--- src/rtl/regfile_writeback_arbiter.sv ---
// Write-side front end of the 32x32 register file: arbitrates ALU and buffered load
// results onto the single write port and tracks registers with loads in flight.
module regfile_writeback_arbiter #(
  parameter int FIFO_DEPTH  = 4,
  parameter int DRAIN_LEVEL = 1
) (
  input  logic        clk,
  input  logic        rst,
  input  logic        alu_valid,
  input  logic [4:0]  alu_rd,
  input  logic [31:0] alu_data,
  output logic        alu_ready,
  input  logic        mem_valid,
  input  logic [4:0]  mem_rd,
  input  logic [31:0] mem_data,
  output logic        mem_ready,
  input  logic        issue_mark,
  input  logic [4:0]  issue_rd,
  input  logic [4:0]  query_rs1,
  input  logic [4:0]  query_rs2,
  output logic        busy_rs1,
  output logic        busy_rs2,
  output logic [4:0]  write_reg,
  output logic [31:0] write_data,
  output logic        write_enable
);

  localparam int AW = $clog2(FIFO_DEPTH);
  localparam int CW = AW + 1;

  typedef enum logic {NORMAL, DRAIN} state_t;

  state_t         state, state_next;
  logic [4:0]     fifo_rd   [FIFO_DEPTH];
  logic [31:0]    fifo_data [FIFO_DEPTH];
  logic [AW-1:0]  wr_ptr, rd_ptr;
  logic [CW-1:0]  count, count_next;
  logic [31:0]    busy, busy_next;
  logic           alu_acc, push, pop, win_valid;
  logic [4:0]     win_rd, head_rd;
  logic [31:0]    win_data;

  assign head_rd   = fifo_rd[rd_ptr];
  assign mem_ready = (count != CW'(FIFO_DEPTH));
  assign busy_rs1  = busy[query_rs1];
  assign busy_rs2  = busy[query_rs2];

  always_comb begin
    alu_ready  = (state == NORMAL);
    alu_acc    = alu_valid & alu_ready;
    push       = mem_valid & mem_ready;
    // In NORMAL the ALU owns the slot; the FIFO head only fills idle cycles.
    pop        = (count != '0) && ((state == DRAIN) || !alu_acc);
    count_next = count + CW'(push) - CW'(pop);
    win_valid  = alu_acc | pop;
    win_rd     = alu_acc ? alu_rd   : head_rd;
    win_data   = alu_acc ? alu_data : fifo_data[rd_ptr];
    state_next = state;
    case (state)
      NORMAL: if (count_next == CW'(FIFO_DEPTH)) state_next = DRAIN;
      DRAIN:  if (count_next <= CW'(DRAIN_LEVEL)) state_next = NORMAL;
      default: state_next = NORMAL;
    endcase
    busy_next = busy;
    if (pop && head_rd != 5'd0) busy_next[head_rd] = 1'b0;
    if (issue_mark && issue_rd != 5'd0) busy_next[issue_rd] = 1'b1;
    busy_next[0] = 1'b0;
  end

  always_ff @(posedge clk or posedge rst) begin
    if (rst) begin
      state        <= NORMAL;
      wr_ptr       <= '0;
      rd_ptr       <= '0;
      count        <= '0;
      busy         <= '0;
      write_enable <= 1'b0;
      write_reg    <= 5'd0;
      write_data   <= 32'd0;
    end else begin
      state        <= state_next;
      count        <= count_next;
      busy         <= busy_next;
      if (push) wr_ptr <= wr_ptr + 1'b1;
      if (pop)  rd_ptr <= rd_ptr + 1'b1;
      // rd==0 results are consumed but never reach the file.
      write_enable <= win_valid && (win_rd != 5'd0);
      if (win_valid && win_rd != 5'd0) begin
        write_reg  <= win_rd;
        write_data <= win_data;
      end
    end
  end

  // Storage needs no reset: entries are only read after being written.
  always_ff @(posedge clk) begin
    if (push) begin
      fifo_rd[wr_ptr]   <= mem_rd;
      fifo_data[wr_ptr] <= mem_data;
    end
  end

endmodule
--- config.mk ---
export PLATFORM = sky130hd
export DESIGN_NAME = regfile_writeback_arbiter
export DESIGN_NICKNAME = d
export VERILOG_FILES = /design/src/rtl/regfile_writeback_arbiter.sv
export SDC_FILE = /design/constraint.sdc
export NUM_CORES = 1
export LEC_CHECK = 0
export CORE_MARGIN = 1.5
export CORE_UTILIZATION = 40
export DETAILED_ROUTE_END_ITERATION = 8
export HOLD_SLACK_MARGIN = 0.05
export RECOVER_POWER = 50
export SLEW_MARGIN = 40
export SYNTH_ARGS = -nofsm -noshare
export SYNTH_HDL_FRONTEND = slang
export SYNTH_SLANG_ARGS = --single-unit
--- constraint.sdc ---
create_clock -name clk -period 4.45 [get_ports clk]
set_input_delay 1.335 -clock clk [delete_from_list [all_inputs] [get_ports clk]]
set_output_delay 1.335 -clock clk [all_outputs]
set_load 0.05 [all_outputs]
==> impl_metrics.csv <==
group,metric,value,unit
sta,fin_crit,4.40,ns
run_status,failed_checks,"capacitance limit, slew limit",
critical_path,r2r_slack,1.33,ns
power,seq_power_share,36.9,%
detailed_routing,ant_nets,0,
layout,fin_area,12300,µm²
clocking,cts_buffers,25,
global_routing,grt_pass1_wl,34800,µm
layout,regArea,6380,µm²
sta,layout_setup_ws,0.0530,ns
global_routing,antenna_found_initial,8,
detailed_routing,wl,22300,µm
sta,hold_viol,0,
power,ir_drop,0.000408,V
detailed_routing,wl_met3,1450,µm
place,dpl.hpwl,15500,µm
power,power,8.97,mW
place,placed_area,11500,µm²
layout,top_regs,"fifo_data x128, write_data x32, busy x31",
critical_path,critical_path_class,"primary input to primary output",
sta,report.final.slew_viol_count,37,
run_status,status,"finished, violations left",
critical_path,crit_family,"multiplexers",
detailed_routing,top_layer_used,"met5",
detailed_routing,viasPerCell,5.25,
clocking,tritoncts,"built",
critical_path,crit_chain,"clkdlybuf4s15_2 > mux4_2 > mux4_2 > mux2_4 > buf_8",
place,dp_cells,1066,
layout,multiInputGateArea,3080,µm²
layout,syn_to_final_growth,28.3,%
detailed_routing,drtIter0Drc,303,
global_routing,grt_max_degree,43,
worst_hold_path,worstHoldEndpoint,"write_data[28]",
layout,final_nets,877,
clocking,cts.clk_slew.worst_paths,0.06,ns
sta,max-slew-margin-rel,-19.9,%
power,p_per_area,727,nW/µm²
synthesis,synthCells,613,
power,clockPowerShare,23.0,%
floorplan,core_area,23500,µm²
sta,max_freq,227,MHz
clocking,htree_levels,1,
worst_hold_path,hold_depth,1,
global_routing,grt_pass1_vias,6170,
floorplan,dieArea,25000,µm²
power,p_sw,3.20,mW
synthesis,synth-seq-area-share,66.2,%
global_routing,overflow,0,
critical_path,required,3.12,ns
clocking,clock_latency,0.52,ns
synthesis,avgSynthCellArea,15.7,µm²
layout,fill_cells,1983,
sta,finClkSkew,0.00837,ns
place,portBuffers,135,
critical_path,cp.arrival,3.06,ns
synthesis,synthesis.area,9620,µm²
floorplan,ios,136,
detailed_routing,met1_length,9360,µm
global_routing,track_usage,18.4,%
power,sw_frac_of_total,35.7,%
detailed_routing,num_vias,5864,
clocking,cts_num_sinks,225,
critical_path,cp_slowest_cell,"mux4_2",
sta,holdWs,0.498,ns
critical_path,r2r_cells,11,
flow_run,maxCapViolCount,1,
layout,largest_register,"fifo_data",
critical_path,cp_common_cell,"mux4_2",
floorplan,dieWidth,158,µm
synthesis,ys_seq_elements,225,
power,p_int,5.77,mW
clocking,root_buffer,"clkbuf_16",
layout,finalNonFillerCells,1118,
sta,setup_viol,0,
worst_hold_path,hold_start,"write_data[28]",
sta,worstMarginPinSlew,1.79,ns
critical_path,r2r-start,"state",
critical_path,slowest_delay,0.54,ns
critical_path,reg2reg_to,"state",
layout,largest_register_ffs,128,
layout,drive_gt1_share,21.8,%
floorplan,num_rows,56,
floorplan,start_util,40.9,%
detailed_routing,drc_errors,0,
place,dp_slack,-0.369,ns
place,gp_congestion,0.958,
sta,fin_crit_sh,98.8,%
clocking,cts.path.max_buffers,3,
critical_path,cp_num_buf_inv,2,
power,pwr-share-comb,40.0,%
worst_hold_path,hp-class,"flop to flop",
detailed_routing,wl_met2,10900,µm
synthesis,yosysWarnings,0,
synthesis,synth_nets,714,
critical_path,crit_fanout,6,
detailed_routing,first_pass_iters,4,
critical_path,startpoint_type,"primary input",
layout,final_util,52.4,%
clocking,cts.hold.buffers_added,0,
floorplan,die-height,158,µm
sta,rsz0062_at_grt,"false",
synthesis,ys_types,41,
detailed_routing,wl_per_cell,19.9,µm
sta,fin_tns_setup,0,ns
critical_path,cp-end-kind,"primary output",
power,leakage,4.60,nW
[per-layer routing]
layer	track usage [%]	up-vias
met3	4.02	43
met5	0	-
met2	30.9	182
met4	4.90	4
li1	-	2650
met1	24.4	2985
[synthesized netlist by cell type, drive strengths merged]
| library cell | instances | area, µm² |
|---|---|---|
| and2 | 3 | 18.8 |
| nor3 | 3 | 15.0 |
| buf | 12 | 83.8 |
| o22a | 1 | 8.76 |
| nand3 | 4 | 20.0 |
| inv | 11 | 41.3 |
| nand2 | 117 | 439 |
| o31a | 1 | 8.76 |
| or3 | 1 | 6.26 |
| o21a | 1 | 7.51 |
| o22ai | 1 | 12.5 |
| fa | 1 | 20.0 |
| a221oi | 1 | 26.3 |
| nand2b | 3 | 18.8 |
| ha | 6 | 75.1 |
| mux2 | 45 | 586 |
| mux4 | 52 | 1170 |
| or3b | 3 | 26.3 |
| dfrtp | 77 | 1930 |
| a22oi | 1 | 7.51 |
| a221o | 1 | 10.0 |
| a21oi | 2 | 10.0 |
| nor2 | 9 | 33.8 |
| and3 | 4 | 25.0 |
| edfxtp | 148 | 4440 |
| or2 | 1 | 8.76 |
| nor4 | 2 | 18.8 |
| nor4b | 1 | 8.76 |
| o21ai | 72 | 360 |
| xnor2 | 5 | 43.8 |
| nor3b | 1 | 7.51 |
| mux2i | 3 | 30.0 |
| nand3b | 5 | 37.5 |
| nor2b | 1 | 8.76 |
| clkbuf | 14 | 52.6 |
[logic make-up after synthesis]
family                     count (synthesis)  synth area share (%)
muxes                                    100                  18.6
DFF                                      225                  66.2
and+or+nand+nor                          158                  7.21
buffers and inverters                     37                  1.85
AOI/OAI and AO/OA                         81                  4.70
xor gates and xnor gates                   5                 0.455
adders and majority gates                  7                 0.989
[power by group through the flow]
| stage | clock network, mW | registers (mW) | logic, mW |
|---|---|---|---|
| floorplan | 0 | 3.76 | 2.01 |
| global placement | 0 | 3.39 | 3.45 |
| detailed placement | 0 | 3.36 | 3.62 |
| CTS | 2.11 | 3.32 | 3.65 |
| global route | 2.20 | 3.39 | 3.89 |
| finish | 2.07 | 3.31 | 3.59 |
[layout by cell type, fill, tap and decap left out, types with 3 or more instances in the layout]
cell,n
dlygate4sd3_1,39
mux2_2,14
mux2_4,23
mux4_2,52
inv_1,10
xnor2_1,5
buf_6,3
nor2_1,9
bufinv_16,3
ha_1,6
clkdlybuf4s50_1,90
o21ai_0,72
edfxtp_1,148
clkbuf_8,3
diode_2,5
clkbuf_1,5
mux2i_1,3
nand3b_1,5
or3b_2,3
clkbuf_2,3
dfrtp_1,75
nand2_1,117
nand3_1,4
mux2_1,8
clkinv_2,5
nor3_1,3
clkbuf_16,25
buf_4,21
[timing repair]
action                     4_1_cts  5_1_grt
resized for setup               16        4
setup endpoints to repair        2        2
buffers inserted                 1        1
[how the worst max path moves through the flow]
stage / start / to / slack (ns) / cells past startpoint
final: query_rs1[1] / busy_rs1 / 0.05 / 5
after floorplan: query_rs1[0] / busy_rs1 / 0.04 / 4
after global placement: query_rs2[1] / busy_rs2 / -0.32 / 5
after CTS: query_rs1[0] / busy_rs1 / 0.007 / 6
after detailed placement: query_rs1[1] / busy_rs1 / -0.37 / 5
after global routing: query_rs2[1] / busy_rs2 / 0.02 / 5
[worst reg2reg max path, cell delays in order (launching register included)]
cell and delay, ns:
dfrtp_1 0.40, nor2b_1 0.72, or2_4 0.28, inv_1 0.06, buf_4 0.15, ha_1 0.27, inv_1 0.04, ha_1 0.18
fa_1 0.39, xnor2_1 0.21, xnor2_1 0.12, o22a_1 0.20
[final cells by class]
cell class              instances  share of cell area [%]
diodes                          5                   0.101
clock buffers                  33                    5.56
clock inverters                12                    1.23
inverters                      11                   0.345
multi-input cells             351                    25.0
flip-flops and latches        225                    51.7
well taps                     319                    3.23
repair buffers                162                    12.9
Power figures use the tool's default switching activity.
